==> config.mk <==
export PLATFORM = sky130hd
export DESIGN_NAME = clock_set_ctrl
export DESIGN_NICKNAME = d
export VERILOG_FILES = /design/src/rtl/clock_ctrl_pkg.sv /design/src/rtl/clock_tick_gen.sv /design/src/rtl/clock_set_ctrl.sv
export SDC_FILE = /design/constraint.sdc
export NUM_CORES = 1
export LEC_CHECK = 0
export ABC_AREA = 0
export CORE_MARGIN = 4
export CORE_UTILIZATION = 35
export DETAILED_ROUTE_END_ITERATION = 10
export GPL_TIMING_DRIVEN = 0
export PLACE_DENSITY = 0.58
export SLEW_MARGIN = 10
export SYNTH_ARGS = -nofsm -noshare
export SYNTH_HDL_FRONTEND = slang
export SYNTH_SLANG_ARGS = --single-unit
==> constraint.sdc <==
create_clock -name clk -period 5.9 [get_ports clk]
set_input_delay 1.18 -clock clk [delete_from_list [all_inputs] [get_ports clk]]
set_output_delay 1.18 -clock clk [all_outputs]
set_load 0.03 [all_outputs]
==> src/rtl/clock_ctrl_pkg.sv <==
// Shared definitions for the digital clock sequencer.
//
// Contents:
//   MODE_W  - width of the state / display mode code
//   FIELD_W - width of the seconds and minutes counter values
//   state_t - sequencer states; the encoding is also the mode code
//             presented to the display mux (ST_SET_AL_* are only
//             reachable when ALARM_EDIT_EN is defined)
package clock_ctrl_pkg;

    localparam int MODE_W  = 3;
    localparam int FIELD_W = 6;

    typedef enum logic [MODE_W-1:0] {
        ST_RUN        = 3'd0,
        ST_SET_HR     = 3'd1,
        ST_SET_MIN    = 3'd2,
        ST_SET_SEC    = 3'd3,
        ST_SET_AL_HR  = 3'd4,
        ST_SET_AL_MIN = 3'd5
    } state_t;

endpackage

==> src/rtl/clock_tick_gen.sv <==
// Free-running divider producing a one-cycle tick every DIV enabled cycles.
//
// Ports:
//   clk   - system clock
//   reset - asynchronous, active-high reset (count to 0)
//   en    - count enable; tick is only produced while enabled
//   clr   - synchronous clear, overrides en
//   tick  - high for the single cycle in which count == DIV-1
module clock_tick_gen #(
    parameter int DIV = 4
) (
    input  logic clk,
    input  logic reset,
    input  logic en,
    input  logic clr,
    output logic tick
);

    localparam int CW = (DIV > 1) ? $clog2(DIV) : 1;
    localparam logic [CW-1:0] LAST = CW'(DIV - 1);

    logic [CW-1:0] count;

    always_ff @(posedge clk or posedge reset) begin
        if (reset) begin
            count <= '0;
        end else if (clr) begin
            count <= '0;
        end else if (en) begin
            count <= (count == LAST) ? '0 : count + 1'b1;
        end
    end

    assign tick = en & (count == LAST);

endmodule

==> src/rtl/clock_set_ctrl.sv <==
// Sequencer for the seconds / minutes / hours counters of the digital clock.
// In RUN it produces the 1 Hz tick and the sec -> min -> hr carry chain; in
// the SET modes timekeeping is frozen and the selected field is stepped up or
// down from the debounced buttons. All outputs are registered; enables are
// one-cycle pulses the cycle after the causing event.
//
// Optional build macro: ALARM_EDIT_EN adds the SET_AL_HR / SET_AL_MIN states
// (mode 4 / 5) and the al_hr_en / al_min_en outputs.
//
// Ports:
//   clk, reset            - clock, asynchronous active-high reset
//   btn_mode              - advance edit mode (wins over up/down)
//   btn_up, btn_down      - step selected field up / down (both = no action)
//   sec_count, min_count  - current counter values, read on the tick cycle
//   sec_en, min_en, hr_en - counter enables
//   inc_dec               - 0 count up, 1 count down (shared)
//   mode                  - current state code for the display mux
//   blink_on              - display enable for the field being edited
//   al_hr_en, al_min_en   - alarm counter enables (ALARM_EDIT_EN only)
module clock_set_ctrl
    import clock_ctrl_pkg::*;
#(
    parameter int TICK_DIV  = 100000000,
    parameter int BLINK_DIV = 25000000,
    parameter int SEC_N     = 60,
    parameter int MIN_N     = 60,
    parameter int HR_N      = 24
) (
    input  logic               clk,
    input  logic               reset,
    input  logic               btn_mode,
    input  logic               btn_up,
    input  logic               btn_down,
    input  logic [FIELD_W-1:0] sec_count,
    input  logic [FIELD_W-1:0] min_count,
    output logic               sec_en,
    output logic               min_en,
    output logic               hr_en,
    output logic               inc_dec,
    output logic [MODE_W-1:0]  mode,
    output logic               blink_on
`ifdef ALARM_EDIT_EN
    ,
    output logic               al_hr_en,
    output logic               al_min_en
`endif
);

    if (TICK_DIV < 4 || BLINK_DIV < 2 || SEC_N > 64 || MIN_N > 64 || HR_N > 64) begin : g_bad_params
        $error("clock_set_ctrl: parameter out of range");
    end

    state_t state, next_state;
    logic   tick, blink_tick, state_change, step;
    logic   sec_en_d, min_en_d, hr_en_d, inc_dec_d;
`ifdef ALARM_EDIT_EN
    logic   al_hr_en_d, al_min_en_d;
`endif

    // Exactly one of up/down pressed; both together cancel out.
    assign step         = btn_up ^ btn_down;
    assign state_change = (next_state != state);

    // 1 Hz prescaler: runs only in RUN and restarts from 0 whenever RUN is
    // (re)entered, so the first tick lands TICK_DIV cycles after entry.
    clock_tick_gen #(.DIV(TICK_DIV)) u_sec_tick (
        .clk   (clk),
        .reset (reset),
        .en    (state == ST_RUN),
        .clr   ((state != ST_RUN) | state_change),
        .tick  (tick)
    );

    // Blink phase divider: restarts on every state change.
    clock_tick_gen #(.DIV(BLINK_DIV)) u_blink_tick (
        .clk   (clk),
        .reset (reset),
        .en    (state != ST_RUN),
        .clr   (state_change),
        .tick  (blink_tick)
    );

    always_comb begin
        next_state = state;
        sec_en_d   = 1'b0;
        min_en_d   = 1'b0;
        hr_en_d    = 1'b0;
        inc_dec_d  = 1'b0;
`ifdef ALARM_EDIT_EN
        al_hr_en_d  = 1'b0;
        al_min_en_d = 1'b0;
`endif
        case (state)
            ST_RUN: begin
                // Timekeeping continues on the cycle btn_mode is taken.
                sec_en_d = tick;
                min_en_d = tick & (sec_count == FIELD_W'(SEC_N - 1));
                hr_en_d  = min_en_d & (min_count == FIELD_W'(MIN_N - 1));
                if (btn_mode) next_state = ST_SET_HR;
            end
            ST_SET_HR: begin
                if (btn_mode) next_state = ST_SET_MIN;
                else if (step) begin
                    hr_en_d   = 1'b1;
                    inc_dec_d = btn_down;
                end
            end
            ST_SET_MIN: begin
                if (btn_mode) next_state = ST_SET_SEC;
                else if (step) begin
                    min_en_d  = 1'b1;
                    inc_dec_d = btn_down;
                end
            end
            ST_SET_SEC: begin
`ifdef ALARM_EDIT_EN
                if (btn_mode) next_state = ST_SET_AL_HR;
`else
                if (btn_mode) next_state = ST_RUN;
`endif
                else if (step) begin
                    sec_en_d  = 1'b1;
                    inc_dec_d = btn_down;
                end
            end
`ifdef ALARM_EDIT_EN
            ST_SET_AL_HR: begin
                if (btn_mode) next_state = ST_SET_AL_MIN;
                else if (step) begin
                    al_hr_en_d = 1'b1;
                    inc_dec_d  = btn_down;
                end
            end
            ST_SET_AL_MIN: begin
                if (btn_mode) next_state = ST_RUN;
                else if (step) begin
                    al_min_en_d = 1'b1;
                    inc_dec_d   = btn_down;
                end
            end
`endif
            default: next_state = ST_RUN;
        endcase
    end

    always_ff @(posedge clk or posedge reset) begin
        if (reset) begin
            state     <= ST_RUN;
            sec_en    <= 1'b0;
            min_en    <= 1'b0;
            hr_en     <= 1'b0;
            inc_dec   <= 1'b0;
            blink_on  <= 1'b1;
`ifdef ALARM_EDIT_EN
            al_hr_en  <= 1'b0;
            al_min_en <= 1'b0;
`endif
        end else begin
            state   <= next_state;
            sec_en  <= sec_en_d;
            min_en  <= min_en_d;
            hr_en   <= hr_en_d;
            inc_dec <= inc_dec_d;
`ifdef ALARM_EDIT_EN
            al_hr_en  <= al_hr_en_d;
            al_min_en <= al_min_en_d;
`endif
            if (state_change || state == ST_RUN) blink_on <= 1'b1;
            else if (blink_tick)                 blink_on <= ~blink_on;
        end
    end

    // The state register doubles as the registered mode code.
    assign mode = state;

endmodule

# Word level (Yosys, flattened, before mapping)
# Index checks and enable logic that the tools add are counted.
[op_classes] n_addsub=2 eq_ne=8 n_mux=21 n_bitwise=7 reduce_logical=7
[op_table] cell="27-bit 2-to-1 mux" n=3
[op_table] cell="25-bit 2-to-1 mux" n=3
[op_table] cell="27-bit by 1-bit adder with 27-bit output (second input constant)" n=1
[op_table] cell="27-bit equality test (second input constant)" n=1
[op_table] cell="25-bit by 1-bit adder with 25-bit output (second input constant)" n=1
[op_table] cell="25-bit equality test (second input constant)" n=1
[op_table] cell="6-bit equality test (second input constant)" n=2
[op_table] cell="3-bit 2-to-1 mux" n=4
[op_table] cell="3-bit one-hot mux with 4 select lines" n=1
[op_table] cell="1-bit 2-to-1 mux" n=7
[op_table] cell="3-bit by 2-bit equality test with 1-bit output (second input constant)" n=2
[op_table] cell="1-bit one-hot mux with 2 select lines" n=3
[op_table] cell="2-bit nonzero test" n=3
[op_table] cell="1-bit bitwise AND" n=4
[op_table] cell="3-bit by 1-bit equality test with 1-bit output (second input constant)" n=1
[op_table] cell="3-bit logical NOT" n=1
[op_table] cell="3-bit != test" n=1
[op_table] cell="3-bit nonzero test" n=1
[op_table] cell="3-bit OR reduction" n=1
[op_table] cell="1-bit logical OR" n=1
[op_table] cell="1-bit NOT" n=1
[op_table] cell="1-bit bitwise OR" n=1
[op_table] cell="1-bit bitwise XOR" n=1
[totals] ff_bits=60 in_bits=17 out_inout_bits=8 wordCells=53

# Depth between registers and ports, before layout
[depth] word_depth=5 mapped_depth=8 mapped_depth_nobuf=6

# Hierarchy
# From an unflattened synthesis, not the netlist that was laid out.
[hier_totals] hier_cells=403 area_unflattened_um2=3648.5
[modules_own_cells] module="clock_tick_gen (u_sec_tick)" instances=1 cells_per_inst=176 area_per_inst_um2=1644.1 seq_area_each_um2=675.6
[modules_own_cells] module="clock_tick_gen (u_blink_tick)" instances=1 cells_per_inst=187 area_per_inst_um2=1604.0 seq_area_each_um2=625.6
[modules_own_cells] module="clock_set_ctrl" instances=1 cells_per_inst=40 area_per_inst_um2=400.4 seq_area_each_um2=201.4

# Worst setup path after synthesis
# OpenSTA, ideal clock, no wires.
[synth_timing] path_kind="input to register" start="in btn_mode" end="reg u_blink_tick.count[18]" setup_time_ns=0.116 t_arrival_ns=2.308 t_required_ns=5.784 setup_slack_ns=3.476 path_stages=4 path_buffers=1 path_cell_list="nor4_1 clkbuf_1 nand2_1 o311ai_0"
[synth_between] elab_chain_len=4 elab_cells_between_ends=8 cone_classes="eq/ne: 1; mux: 6; reduce/logical: 1"
[synth_rtl] item="start: declaration" line="clock_set_ctrl.sv:31" source="input logic btn_mode,"
[synth_rtl] item="3-bit 2-to-1 mux, on equally long branches"
[synth_rtl] item="3-bit one-hot mux with 4 select lines (*)" line="clock_set_ctrl.sv:93" source="case (state)"
[synth_rtl] item="3-bit != test (*)" line="clock_set_ctrl.sv:62" source="assign state_change = (next_state != state);"
[synth_rtl] item="25-bit 2-to-1 mux or 2-bit nonzero test (tied branches)"
[synth_rtl] item="end signal: assignment" line="clock_tick_gen.sv:30" source="count <= (count == LAST) ? '0 : count + 1'b1;"
[synth_rtl] item="end: declaration" line="clock_tick_gen.sv:22" source="logic [CW-1:0] count;"
# Every way passes the cells marked *; elsewhere a longest branch is shown, timed or not.
# A chain may end at the register's enable or synchronous reset.

# Final worst setup path
# Same ends and word-level chain as after synthesis.

==> results_dict.tcl <==
set metrics [dict create \
    multi_input_area_um2 1580 \
    ys_async_sr_fraction 1.00 \
    die-area_um2 10800 \
    syn_nets 370 \
    core_region_area_um2 8810 \
    nFillCells 871 \
    clockBufferDepth 2 \
    die_x_um 104 \
    synth_edf_count 0 \
    htreeDepth 3 \
    nets 405 \
    crit_arrival_ps 3260 \
    p_total_uw 951 \
    power_density_nw_per_um2 248 \
    hold_class "reg -> reg" \
    grt.total_usage 0.145 \
    seq_area_frac_synth 0.468 \
    grt_overflow_total 0 \
    slew_violations 0 \
    grt_max_degree 61 \
    worst_slack_ps 2870 \
    yosysTopAreaCell "dfrtp_1" \
    vias_per_cell 5.53 \
    register_area_um2 1500 \
    ir_worst_vdd_v 0.000132 \
    synth_top_area_frac 0.460 \
    die_y_um 104 \
    ys_ff_latch 60 \
    crit_family "buffers and inverters" \
    pre_cts_slack_ps 2510 \
    tightest_slew_ps 958 \
    numClockSinks 60 \
    wl_mm 7.36 \
    synthFlopType "dfrtp_1" \
    fmax_mhz 330 \
    critPathLaunchType "primary input" \
    avgSynthCellArea_um2 9.17 \
    clock-skew-final_ps 12.1 \
    yosysWarnings 0 \
    maxSlewHeadroom 0.356 \
    cpPeakStageDelay_ps 790 \
    crit_chain "clkdlybuf4s50_1 > nor4_2 > clkbuf_1 > nand2_1 > o311ai_0" \
    path_clk_slew_ps 70 \
    critPathMaxFanout 10 \
    drv_cap 0 \
    crit_required_ps 6130 \
    drt_iter0_markers 161 \
    gr-usage-met1 0.211 \
    io_pins 25 \
    top_usage_layer "met1" \
    start_util 0.364 \
    wl_per_cell_um 14.8 \
    synth.area.top_cells "dfrtp_1, nor2_1, nand3_1, xor2_1, a31oi_1" \
    syn_area_um2 3210 \
    portBuffers 24 \
    cts_made_buffers 9 \
    syn_to_final_growth_pct 19.7 \
    fin_tns_setup_ps 0 \
    postSynthCellCount 350 \
    cts_hold_buf 0 \
    rows 34 \
    firstDrtPassIters 4 \
    cts_setup_buffers 0 \
    cpMaxStageDelayCell "nor4_2" \
    hold_violations 0 \
    outcome "finished, final reports clean" \
    min_period_ps 3030 \
    grtUsageMet3 0.0317 \
    setup_viol 0 \
    rsz0062_at_grt "false" \
    grt_pass1_vias 2568 \
    cts.repair.resized 0 \
    clkLatencyLatePin_ps 350 \
    clock-root-buffer "clkbuf_8" \
    num_antenna_cells 0 \
    fin_crit_sh 0.514 \
    synth_most_common_cell "dfrtp_1" \
    via_count 2754 \
    ys_top_cells_by_count "dfrtp_1, nor2_1, nand2_1, nand3_1, a21oi_1" \
    met2_usage 0.203 \
    layout-drive-gt1-share 0.103 \
    path_buf_inv 2 \
    gp_congestion 0.773 \
    end_kind "flop" \
    grt_first_pass_wirelength_mm 12.9 \
    drc 0 \
    synthDistinctLibCells 51 \
    cts_tree "yes" \
    dp_hpwl_mm 4.99 \
    crit_type "in -> reg" \
    p_leak_nw 1.49 \
    drtAntennaViolNets 0 \
    antenna_found_initial 0 \
]
==> registers in the layout, summed over array words and instances, names as in the netlist <==
register / count
blink_on: 1
mode: 3
sec_en: 1
u_sec_tick.count: 27
u_blink_tick.count: 25
inc_dec: 1
min_en: 1
hr_en: 1
==> worst register-to-register path: cells and delay by family (launching register included) <==
kind               cells  cell delay [ps]
AOI/OAI and AO/OA      2              470
DFF                    1              420
and+or+nand+nor        3             1240
==> final cells by class <==
cell class | count | share of cell area
flip-flops and latches | 60 | 0.391
repair buffers | 24 | 0.0625
inverters | 10 | 0.0104
plain buffers | 17 | 0.0241
clock buffers | 10 | 0.0358
well taps | 108 | 0.0352
clock inverters | 6 | 0.0290
multi-input cells | 263 | 0.412
==> where the power goes <==
part	switching, mW	leakage (nW)	internal [mW]	total, mW
sequential	0.00230	0.830	0.415	0.417
combinational	0.0423	0.537	0.0254	0.0677
clock	0.174	0.122	0.292	0.466
total	0.219	1.49	0.732	0.951
==> final timing paths <==
kind | start | endpoint | slack (ps) | cells after the start
min | u_sec_tick.count[0] | u_sec_tick.count[0] | 490 | 1
min reg2reg | u_sec_tick.count[0] | u_sec_tick.count[0] | 490 | 1
min in group asynchronous | reset | u_sec_tick.count[22] | 1320 | 2
max reg2reg | u_blink_tick.count[6] | u_blink_tick.count[23] | 3620 | 5
max | btn_mode | u_blink_tick.count[18] | 2870 | 5
max in group asynchronous | reset | u_blink_tick.count[7] | 4090 | 2
==> cells by family (layout without fill, tap and decap cells) <==
logic type | count (synthesis) | in the layout | synth area share
flops | 60 | 60 | 0.468
simple gates | 164 | 164 | 0.267
fa+ha+maj | 3 | 3 | 0.0117
buf+inv | 27 | 67 | 0.0406
compound gates | 70 | 70 | 0.140
mux | 5 | 5 | 0.0164
xor+xnor | 20 | 20 | 0.0546
other cells | 1 | 1 | 0.00117
==> stage by stage <==
step	hold slack [ps]	cell area (µm²)	utilization	instances
floorplan	453	3210	-	350
global placement	471	3580	0.407	482
detailed placement	487	3590	0.408	482
CTS	497	3840	0.436	498
global route	511	3840	0.436	498
finish	494	3840	0.436	498
==> layer usage <==
| metal | wire [µm] | vias to the layer above |
|---|---|---|
| li1 | - | 1346 |
| met1 | 3720 | 1321 |
| met2 | 3080 | 73 |
| met3 | 403 | 14 |
| met4 | 165 | 0 |
| met5 | 0 | - |
==> cell usage in the layout (no fill, tap or decap), drive strengths merged, types with 3 or more instances in the layout <==
cell type       n
dfrtp          59
nor2           43
nand3          29
nand2          28
clkdlybuf4s50  24
clkbuf         19
a21oi          18
nand4          17
a31oi          17
o21ai          14
xor2           13
inv            10
nor4           10
and3            9
buf             8
xnor2           7
nand4b          5
a31o            5
nor3            4
nand2b          4
or3             4
and2            3
mux2i           3
ha              3
bufinv          3
(Power assumes the default switching activity.)
